**src/rtl/event_led_stretcher_if.sv**
```systemverilog
// Event/LED bundle between pulse-producing control logic and the LED stretcher.
// master drives events and observes status; slave is the stretcher itself.
interface event_led_stretcher_if #(
    parameter int unsigned MAX_PENDING = 15
) ();
    localparam int unsigned PW = $clog2(MAX_PENDING + 1);

    logic          pulse_in;
    logic          led_out;
    logic          busy;
    logic [PW-1:0] pending;
    logic          overflow;

    modport master (
        output pulse_in,
        input  led_out,
        input  busy,
        input  pending,
        input  overflow
    );

    modport slave (
        input  pulse_in,
        output led_out,
        output busy,
        output pending,
        output overflow
    );
endinterface

```
**src/rtl/event_led_stretcher.sv**
```systemverilog
// Turns single-cycle event pulses into visible LED blinks, queueing events that
// arrive mid-blink (saturating at MAX_PENDING) and replaying them as extra blinks.
module event_led_stretcher #(
    parameter int unsigned ON_CYCLES   = 25_000_000,
    parameter int unsigned OFF_CYCLES  = 12_500_000,
    parameter int unsigned MAX_PENDING = 15
) (
    input  logic                  clk,
    input  logic                  reset,
    event_led_stretcher_if.slave  bus
);
    localparam int unsigned MAX_CYC = (ON_CYCLES > OFF_CYCLES) ? ON_CYCLES : OFF_CYCLES;
    localparam int unsigned CW      = (MAX_CYC > 1) ? $clog2(MAX_CYC) : 1;
    localparam int unsigned PW      = $clog2(MAX_PENDING + 1);

    localparam logic [CW-1:0] ON_LOAD  = CW'(ON_CYCLES - 1);
    localparam logic [CW-1:0] OFF_LOAD = CW'(OFF_CYCLES - 1);
    localparam logic [PW-1:0] PEND_MAX = PW'(MAX_PENDING);

    typedef enum logic [1:0] {
        IDLE = 2'd0,
        ON   = 2'd1,
        OFF  = 2'd2
    } state_t;

    state_t        state,    state_n;
    logic [CW-1:0] cnt,      cnt_n;
    logic [PW-1:0] pending,  pending_n;
    logic          led,      led_n;
    logic          busy,     busy_n;
    logic          overflow, overflow_n;

    logic accept;
    logic cnt_zero;
    logic start;

    // State and registered outputs; reset acts immediately, even mid-blink.
    always_ff @(posedge clk or posedge reset) begin
        if (reset) begin
            state    <= IDLE;
            cnt      <= '0;
            pending  <= '0;
            led      <= 1'b0;
            busy     <= 1'b0;
            overflow <= 1'b0;
        end else begin
            state    <= state_n;
            cnt      <= cnt_n;
            pending  <= pending_n;
            led      <= led_n;
            busy     <= busy_n;
            overflow <= overflow_n;
        end
    end

    // Next-state, blink timing and pending-queue accounting.
    always_comb begin
        state_n    = state;
        cnt_n      = cnt;
        pending_n  = pending;
        overflow_n = 1'b0;

        accept   = bus.pulse_in && (state != IDLE);
        cnt_zero = (cnt == '0);
        start    = (state == OFF) && cnt_zero && ((pending != '0) || bus.pulse_in);

        case (state)
            IDLE: begin
                if (bus.pulse_in) begin
                    state_n = ON;
                    cnt_n   = ON_LOAD;
                end
            end
            ON: begin
                if (cnt_zero) begin
                    state_n = OFF;
                    cnt_n   = OFF_LOAD;
                end else begin
                    cnt_n = cnt - CW'(1);
                end
            end
            OFF: begin
                if (start) begin
                    state_n = ON;
                    cnt_n   = ON_LOAD;
                end else if (cnt_zero) begin
                    state_n = IDLE;
                end else begin
                    cnt_n = cnt - CW'(1);
                end
            end
            default: begin
                state_n = IDLE;
                cnt_n   = '0;
            end
        endcase

        // A restart fed by the queue consumes one entry; one fed only by the
        // coincident pulse consumes that pulse directly.
        if (start) begin
            if (pending != '0) begin
                pending_n = pending + PW'(accept) - PW'(1);
            end else begin
                pending_n = '0;
            end
        end else if (accept) begin
            if (pending < PEND_MAX) begin
                pending_n = pending + PW'(1);
            end else begin
                overflow_n = 1'b1;
            end
        end

        led_n  = (state_n == ON);
        busy_n = (state_n != IDLE);
    end

    assign bus.led_out  = led;
    assign bus.busy     = busy;
    assign bus.pending  = pending;
    assign bus.overflow = overflow;

    ap_pending_bound: assert property (@(posedge clk) disable iff (reset) pending <= PEND_MAX);
    ap_led_implies_busy: assert property (@(posedge clk) disable iff (reset) led |-> busy);
    ap_idle_is_dark: assert property (@(posedge clk) disable iff (reset) (state == IDLE) |-> !led);

endmodule

```
**src/flat_wrapper.sv**
```systemverilog
// flat-port wrapper written by rule: the top's interface ports become plain ports
module event_led_stretcher_flat 
#(
    parameter int unsigned ON_CYCLES   = 25_000_000,
    parameter int unsigned OFF_CYCLES  = 12_500_000,
    parameter int unsigned MAX_PENDING = 15
)
  (clk, reset, bus_pulse_in, bus_led_out, bus_busy, bus_pending, bus_overflow);
  event_led_stretcher_if #(.MAX_PENDING(MAX_PENDING)) bus_i ();
  input  logic clk;
  input  logic reset;
  input wire logic [$bits(bus_i.pulse_in)-1:0] bus_pulse_in;
  output wire logic [$bits(bus_i.led_out)-1:0] bus_led_out;
  output wire logic [$bits(bus_i.busy)-1:0] bus_busy;
  output wire logic [$bits(bus_i.pending)-1:0] bus_pending;
  output wire logic [$bits(bus_i.overflow)-1:0] bus_overflow;
  assign bus_i.pulse_in = bus_pulse_in;
  assign bus_led_out = bus_i.led_out;
  assign bus_busy = bus_i.busy;
  assign bus_pending = bus_i.pending;
  assign bus_overflow = bus_i.overflow;
  event_led_stretcher #(.ON_CYCLES(ON_CYCLES), .OFF_CYCLES(OFF_CYCLES), .MAX_PENDING(MAX_PENDING)) u_core (.clk(clk), .reset(reset), .bus(bus_i));
endmodule
```
**config.mk**
```make
export PLATFORM = sky130hd
export DESIGN_NAME = event_led_stretcher_flat
export DESIGN_NICKNAME = d
export VERILOG_FILES = /design/src/rtl/event_led_stretcher_if.sv /design/src/rtl/event_led_stretcher.sv /design/src/flat_wrapper.sv
export SDC_FILE = /design/constraint.sdc
export NUM_CORES = 1
export LEC_CHECK = 0
export ABC_AREA = 0
export CAP_MARGIN = 10
export CORE_ASPECT_RATIO = 0.5
export CORE_MARGIN = 2
export CORE_UTILIZATION = 65
export CTS_CLUSTER_DIAMETER = 100
export DETAILED_ROUTE_END_ITERATION = 16
export PLACE_DENSITY_LB_ADDON = 0.2
export SETUP_SLACK_MARGIN = 0.1
export SYNTH_ARGS = -nofsm -noshare
export SYNTH_HDL_FRONTEND = slang
export SYNTH_SLANG_ARGS = --single-unit
```
**constraint.sdc**
```tcl
create_clock -name clk -period 7.35 [get_ports clk]
set_input_delay 1.1025 -clock clk [delete_from_list [all_inputs] [get_ports clk]]
set_output_delay 1.1025 -clock clk [all_outputs]
set_load 0.02 [all_outputs]
```
Word level (Yosys, flattened, before mapping)
Index checks and enable logic that the tools add are counted. Widths: inputs -> output; s select.

Output and inout port bits: 7. Word-level logic and storage cells: 46. Bits in registers: 34. Input bits: 3.

Muxes and demuxes: 17. Eq/ne operators: 5. Magnitude comparators: 1. Reductions and logical operators: 13. Add/sub/neg operators: 4.

Operators with widths (count): $mux 25 (4); $pmux 25 s3 (1); $logic_not 25->1 (1); $sub 25x1->25 const B (1); $mux 4 (4); $mux 2 (4); $reduce_bool 2->1 (4); $pmux 2 s3 (1); $add 4x1->4 (1); $add 4x1->4 const B (1); $eq 2x1->1 const B (2); $lt 4x4->1 const B (1); $reduce_and 2->1 (2); $reduce_bool 4->1 (1); $sub 4x1->4 const B (1); $logic_and 1x1->1 (3); $mux 1 (3); $ne 3x3->1 const B (1); $eq 2x2->1 const B (1); $logic_not 2->1 (1); $ne 2x2->1 const B (1); $logic_or 1x1->1 (1).

Depth between registers and ports, before layout
Depth in word-level cells: 6. Depth in mapped cells: 10. Depth with buffers taken out: 8.

Worst setup path before layout
No wires, ideal clock.

Path type: register -> register. From: register u_core.pending[0] (netlist: u_core.bus.pending[0]). To: register u_core.cnt[20]. Buffers on the path: 1. Arrival: 2.460 ns. Data required time: 7.218 ns. Setup slack: 4.758 ns. Period minus slack after synthesis: 2.592 ns. Setup time: 0.132 ns. Stages on the path, launching flop included: 10. Cell sequence: dfrtp_1 > inv_1 > ha_1 > or3b_4 > or4b_4 > nor4_4 > nor2_1 > buf_6 > o22ai_1 > nor2_1.

Longest elaborated chain between the ends: 5. Elaborated cells on any way between the ends: 7. Those cells by class: eq/ne: 1; mux: 2; reduce/logical: 4.

RTL lines: start: declaration (line event_led_stretcher.sv:28) `logic [PW-1:0] pending, pending_n;`; start signal: assignment (line event_led_stretcher.sv:49) `pending <= pending_n;`; $reduce_bool 4->1 * (line event_led_stretcher.sv:65) `start = (state == OFF) && cnt_zero && ((pending != '0) || bus.pulse_in);`; $logic_or 1x1->1 * (line event_led_stretcher.sv:65); $logic_and 1x1->1 * (line event_led_stretcher.sv:65); $mux 25 / $ne 3x3->1 (equally long branches); $pmux 25 s3 / $reduce_and 2->1 (equally long branches); end signal: assignment (line event_led_stretcher.sv:48) `cnt <= cnt_n;`; end: declaration (line event_led_stretcher.sv:27) `logic [CW-1:0] cnt, cnt_n;`.

Mark *: on every way between the ends. The rest lies on a longest branch, timed or not. A chain may end at the register's enable or synchronous reset.

Worst setup path in the final report
From: input port bus_pulse_in. To: register u_core.cnt[0].

Longest elaborated chain between the ends: 4. Elaborated cells on any way between the ends: 7. Those cells by class: eq/ne: 2; mux: 2; reduce/logical: 3.

RTL lines: start: declaration (line flat_wrapper.sv:12) `input wire logic [$bits(bus_i.pulse_in)-1:0] bus_pulse_in;`; $logic_or 1x1->1 (line event_led_stretcher.sv:65); $logic_and 1x1->1 (line event_led_stretcher.sv:65); $mux 25 / $ne 3x3->1 (equally long branches); $pmux 25 s3 / $reduce_and 2->1 (equally long branches).

Parallel ways exist; a longest one is shown, timed or not.

==> flow_summary_export.csv <==
group,metric,value,unit
outcome,status,"finished, final reports clean",
place,io_buffers,9,
clock_network,htreeDepth,2,
power,p_seq_share,44.3,%
timing,slew_violations,0,
critical_path,crit_path_end_kind,"flop",
clock_network,cts_root_buf,"clkbuf_8",
place,dpl-instance-area,2360,sq um
critical_path,critPathLaunchType,"input pin",
detailed_routing,drt_pass1_iterations,5,
global_route,overflow,0,
synthesis,synth_fa_ha_area_share,2.76,%
synthesis,synth_area,2270,sq um
layout,final_nets,283,
critical_path,crit_buf_inv,1,
synthesis,synth_top_cells_by_area,"dfrtp_1 (38%), a21oi_1 (4.9%), nand2_1 (4.6%)",
global_route,antenna_found_initial,0,
critical_path,critical_path.top_delay_family,"simple AND/OR/NAND/NOR gates",
layout,drive_above_1_share,7.97,%
job,maxCapViolCount,0,
power,p_clk_share,22.7,%
synthesis,synth_xor_area_share,2.70,%
hold_path,hold_class,"reg -> reg",
critical_path,crit_type,"in -> reg",
power,internal-power,0.394,mW
global_route,grt_pass1_vias,1924,
timing,tns,0,ns
layout,n_antenna_cell,0,
critical_path,arrival,3.39,ns
synthesis,synth-seq-cells,34,
global_route,met3_usage,7.97,%
power,power_density,257,nW/um^2
clock_network,numCtsBuffers,5,
clock_network,cts_sinks,34,
power,switchingPower,0.236,mW
timing,hold-worst-slack,0.486,ns
synthesis,synth-compound-area-share,22.3,%
layout,final_util,72.5,%
timing,slew_headroom,16.4,%
synthesis,synth_area_per_cell,8.43,sq um
timing,rsz0062_at_grt,"false",
synthesis,yosysTopAreaCellShare,37.5,%
clock_network,clockBufferDepth,2,
floorplanning,die_h,45.8,microns
critical_path,crit_path_max_incr_delay,0.60,ns
power,comb_power_share,33.0,%
place,place.gp.congestion,0.949,
timing,fin_skew,0.0105,ns
timing,setup_ws,4.08,ns
synthesis,synth-edff-count,0,
global_route,grt_first_pass_wirelength,9490,microns
power,switching_share,37.5,%
global_route,met1_usage,46.4,%
power,peakVddDrop,185,uV
floorplanning,io_pins,10,
floorplanning,rows,15,
synthesis,yosysUniqueCellTypes,56,
synthesis,syn-num-nets,277,
synthesis,async_reset_ff_share,100,%
timing,clock.fmax,0.306,GHz
detailed_routing,viasPerCell,6.80,
power,p_leak,1.04,nW
synthesis,synthMuxAreaShare,0.496,%
synthesis,yosysWarningCount,0,
detailed_routing,drc,0,
power,power.total,0.630,mW
layout,nFillCells,286,
timing,period_needed,3.27,ns
synthesis,synth-simple-area-share,29.7,%
global_route,gr-usage-all-layers,31.9,%
floorplanning,dieArea,4010,sq um
timing,hold_viol_final,0,
synthesis,synthCells,269,
timing,tightest_slew,1.25,ns
layout,area_growth,7.94,%
clock_network,clk_latency,0.29,ns
place,dpl.hpwl,4100,microns
critical_path,cp.required,7.47,ns
place,dp_slack,3.82,ns
global_route,top_usage_layer,"met2",
synthesis,synth_ff_type,"dfrtp_1",
clock_network,clk_pin_slew_worst_paths,0.07,ns
place,placedCellCount,310,
floorplanning,die_w,87.5,microns
critical_path,cp_cell_sequence,"clkdlybuf4s50_1 -> or4b_4 -> nor4_4 -> or2_1 -> a211o_1 -> o21ai_1",
synthesis,ys_seq_area_share,37.5,%
detailed_routing,drt-total-wl,5680,microns
layout,seqCellArea,851,sq um
detailed_routing,drt_iter0_drc,213,
detailed_routing,ant_nets,0,
critical_path,cp_max_fo,17,
synthesis,yosys.area.top_type,"dfrtp_1",
detailed_routing,wl_per_cell,17.9,microns
clock_network,cts_resized,0,
global_route,gr-usage-met2,47.7,%
layout,multi_input_comb_area,1320,sq um
critical_path,slowest_stage,"or4b_4",
clock_network,cts_tree,"built",
floorplanning,fp.coreArea,3380,sq um
synthesis,synth_top_family_by_area,"simple AND/OR/NAND/NOR gates",
clock_network,cts_hold_buf,0,
timing,setup-violations-final,0,
global_route,grt_max_degree,35,
layout,fin_cells,318,
timing,period_share,44.5,%
clock_network,cts_setup_buffers,0,
floorplanning,initial_utilization,67.1,%
layout,fin_area,2450,sq um
detailed_routing,vias,2163,
-- power groups by stage --
stage	sequential, mW	clock, mW	combinational [mW]
CTS	0.277	0.144	0.208
finish	0.279	0.143	0.208
global placement	0.277	0	0.201
floorplan	0.283	0	0.136
detailed placement	0.280	0	0.206
global route	0.287	0.151	0.232
-- cell usage in the layout, fill, tap and decap left out, types with 2 or more instances in the layout --
cell	synthesis	final
o21a_1	3	3
nor2_1	26	26
nand3_1	10	10
and3_1	4	4
o21ai_0	8	8
nor3_1	13	13
xor2_1	5	5
nand2b_1	4	4
clkdlybuf4s50_1	0	9
or4_1	2	2
or2_2	2	2
or3_1	6	6
inv_1	11	11
o22ai_1	3	3
nor4_4	2	2
o221a_1	2	2
ha_1	5	5
o22a_1	2	2
and2_1	2	2
clkbuf_8	0	6
a21o_1	3	3
nor4_1	5	5
a2bb2oi_1	2	2
dfrtp_1	34	34
nand4_1	4	4
nor4_2	3	3
a21oi_1	22	22
a31oi_1	7	7
nand2_1	28	28
xnor2_1	2	2
o21ai_1	13	13
a211o_1	3	3
-- worst register-to-register path, delay by kind of cell, from the launching register on --
kind,cells,cell delay (ns)
AO/OA/AOI/OAI,2,0.25
buffers and inverters,1,0.13
adder cells (fa/ha/maj),1,0.18
flip-flops,1,0.41
AND/OR/NAND/NOR,4,1.85
-- final timing paths --
| kind | start | endpoint | slack [ns] | depth (start not counted) |
|---|---|---|---|---|
| min reg2reg | u_core.cnt[19] | u_core.cnt[19] | 0.49 | 2 |
| min | u_core.cnt[19] | u_core.cnt[19] | 0.49 | 2 |
| min in group asynchronous | reset | u_core.bus.pending[3] | 1.21 | 3 |
| max reg2reg | u_core.bus.pending[0] | u_core.cnt[0] | 4.36 | 8 |
| max in group asynchronous | reset | u_core.cnt[13] | 5.83 | 3 |
| max | bus_pulse_in | u_core.cnt[0] | 4.08 | 6 |
-- registers in the layout (all words and copies together) (netlist names) --
name / flops
u_core.bus.led_out: 1
u_core.state: 2
u_core.bus.busy: 1
u_core.cnt: 25
u_core.bus.pending: 4
u_core.bus.overflow: 1
-- cells by family (layout without fill, tap and decap cells) --
family / count (synthesis) / count (layout)
buffers and inverters: 22 / 29
adder cells (fa/ha/maj): 5 / 5
flip-flops: 34 / 34
XOR/XNOR: 7 / 7
AND/OR/NAND/NOR: 121 / 121
multiplexers: 1 / 1
AO/OA/AOI/OAI: 79 / 79
-- Yosys cell counts (all sizes together), types with 2 or more instances --
cell and n:
dfrtp 34, nand2 29, nor2 26, a21oi 22, o21ai 21, nor3 13, inv 11, nand3 10
nor4 10, a31oi 7, clkbuf 7, or3 6, ha 5, nand4 5, xor2 5, and3 4
buf 4, nand2b 4, a211o 3, a21o 3, o21a 3, o22ai 3, or2 3, or4 3
a2bb2oi 2, and2 2, o221a 2, o22a 2, xnor2 2
-- layout make-up --
type | count | share of cell area, %
multi-input combinational | 213 | 53.7
sequential | 34 | 34.7
timing repair buffer | 10 | 3.99
clock buffer | 7 | 3.53
tap | 42 | 2.15
inverter | 11 | 1.69
clock inverter | 1 | 0.204
-- metal layers --
layer / vias up / wire, microns
met5: - / 0
met4: 0 / 77
met3: 14 / 541
met2: 109 / 2420
met1: 1035 / 2650
li1: 1005 / -
Note: power is estimated with default switching activity, not from simulation.
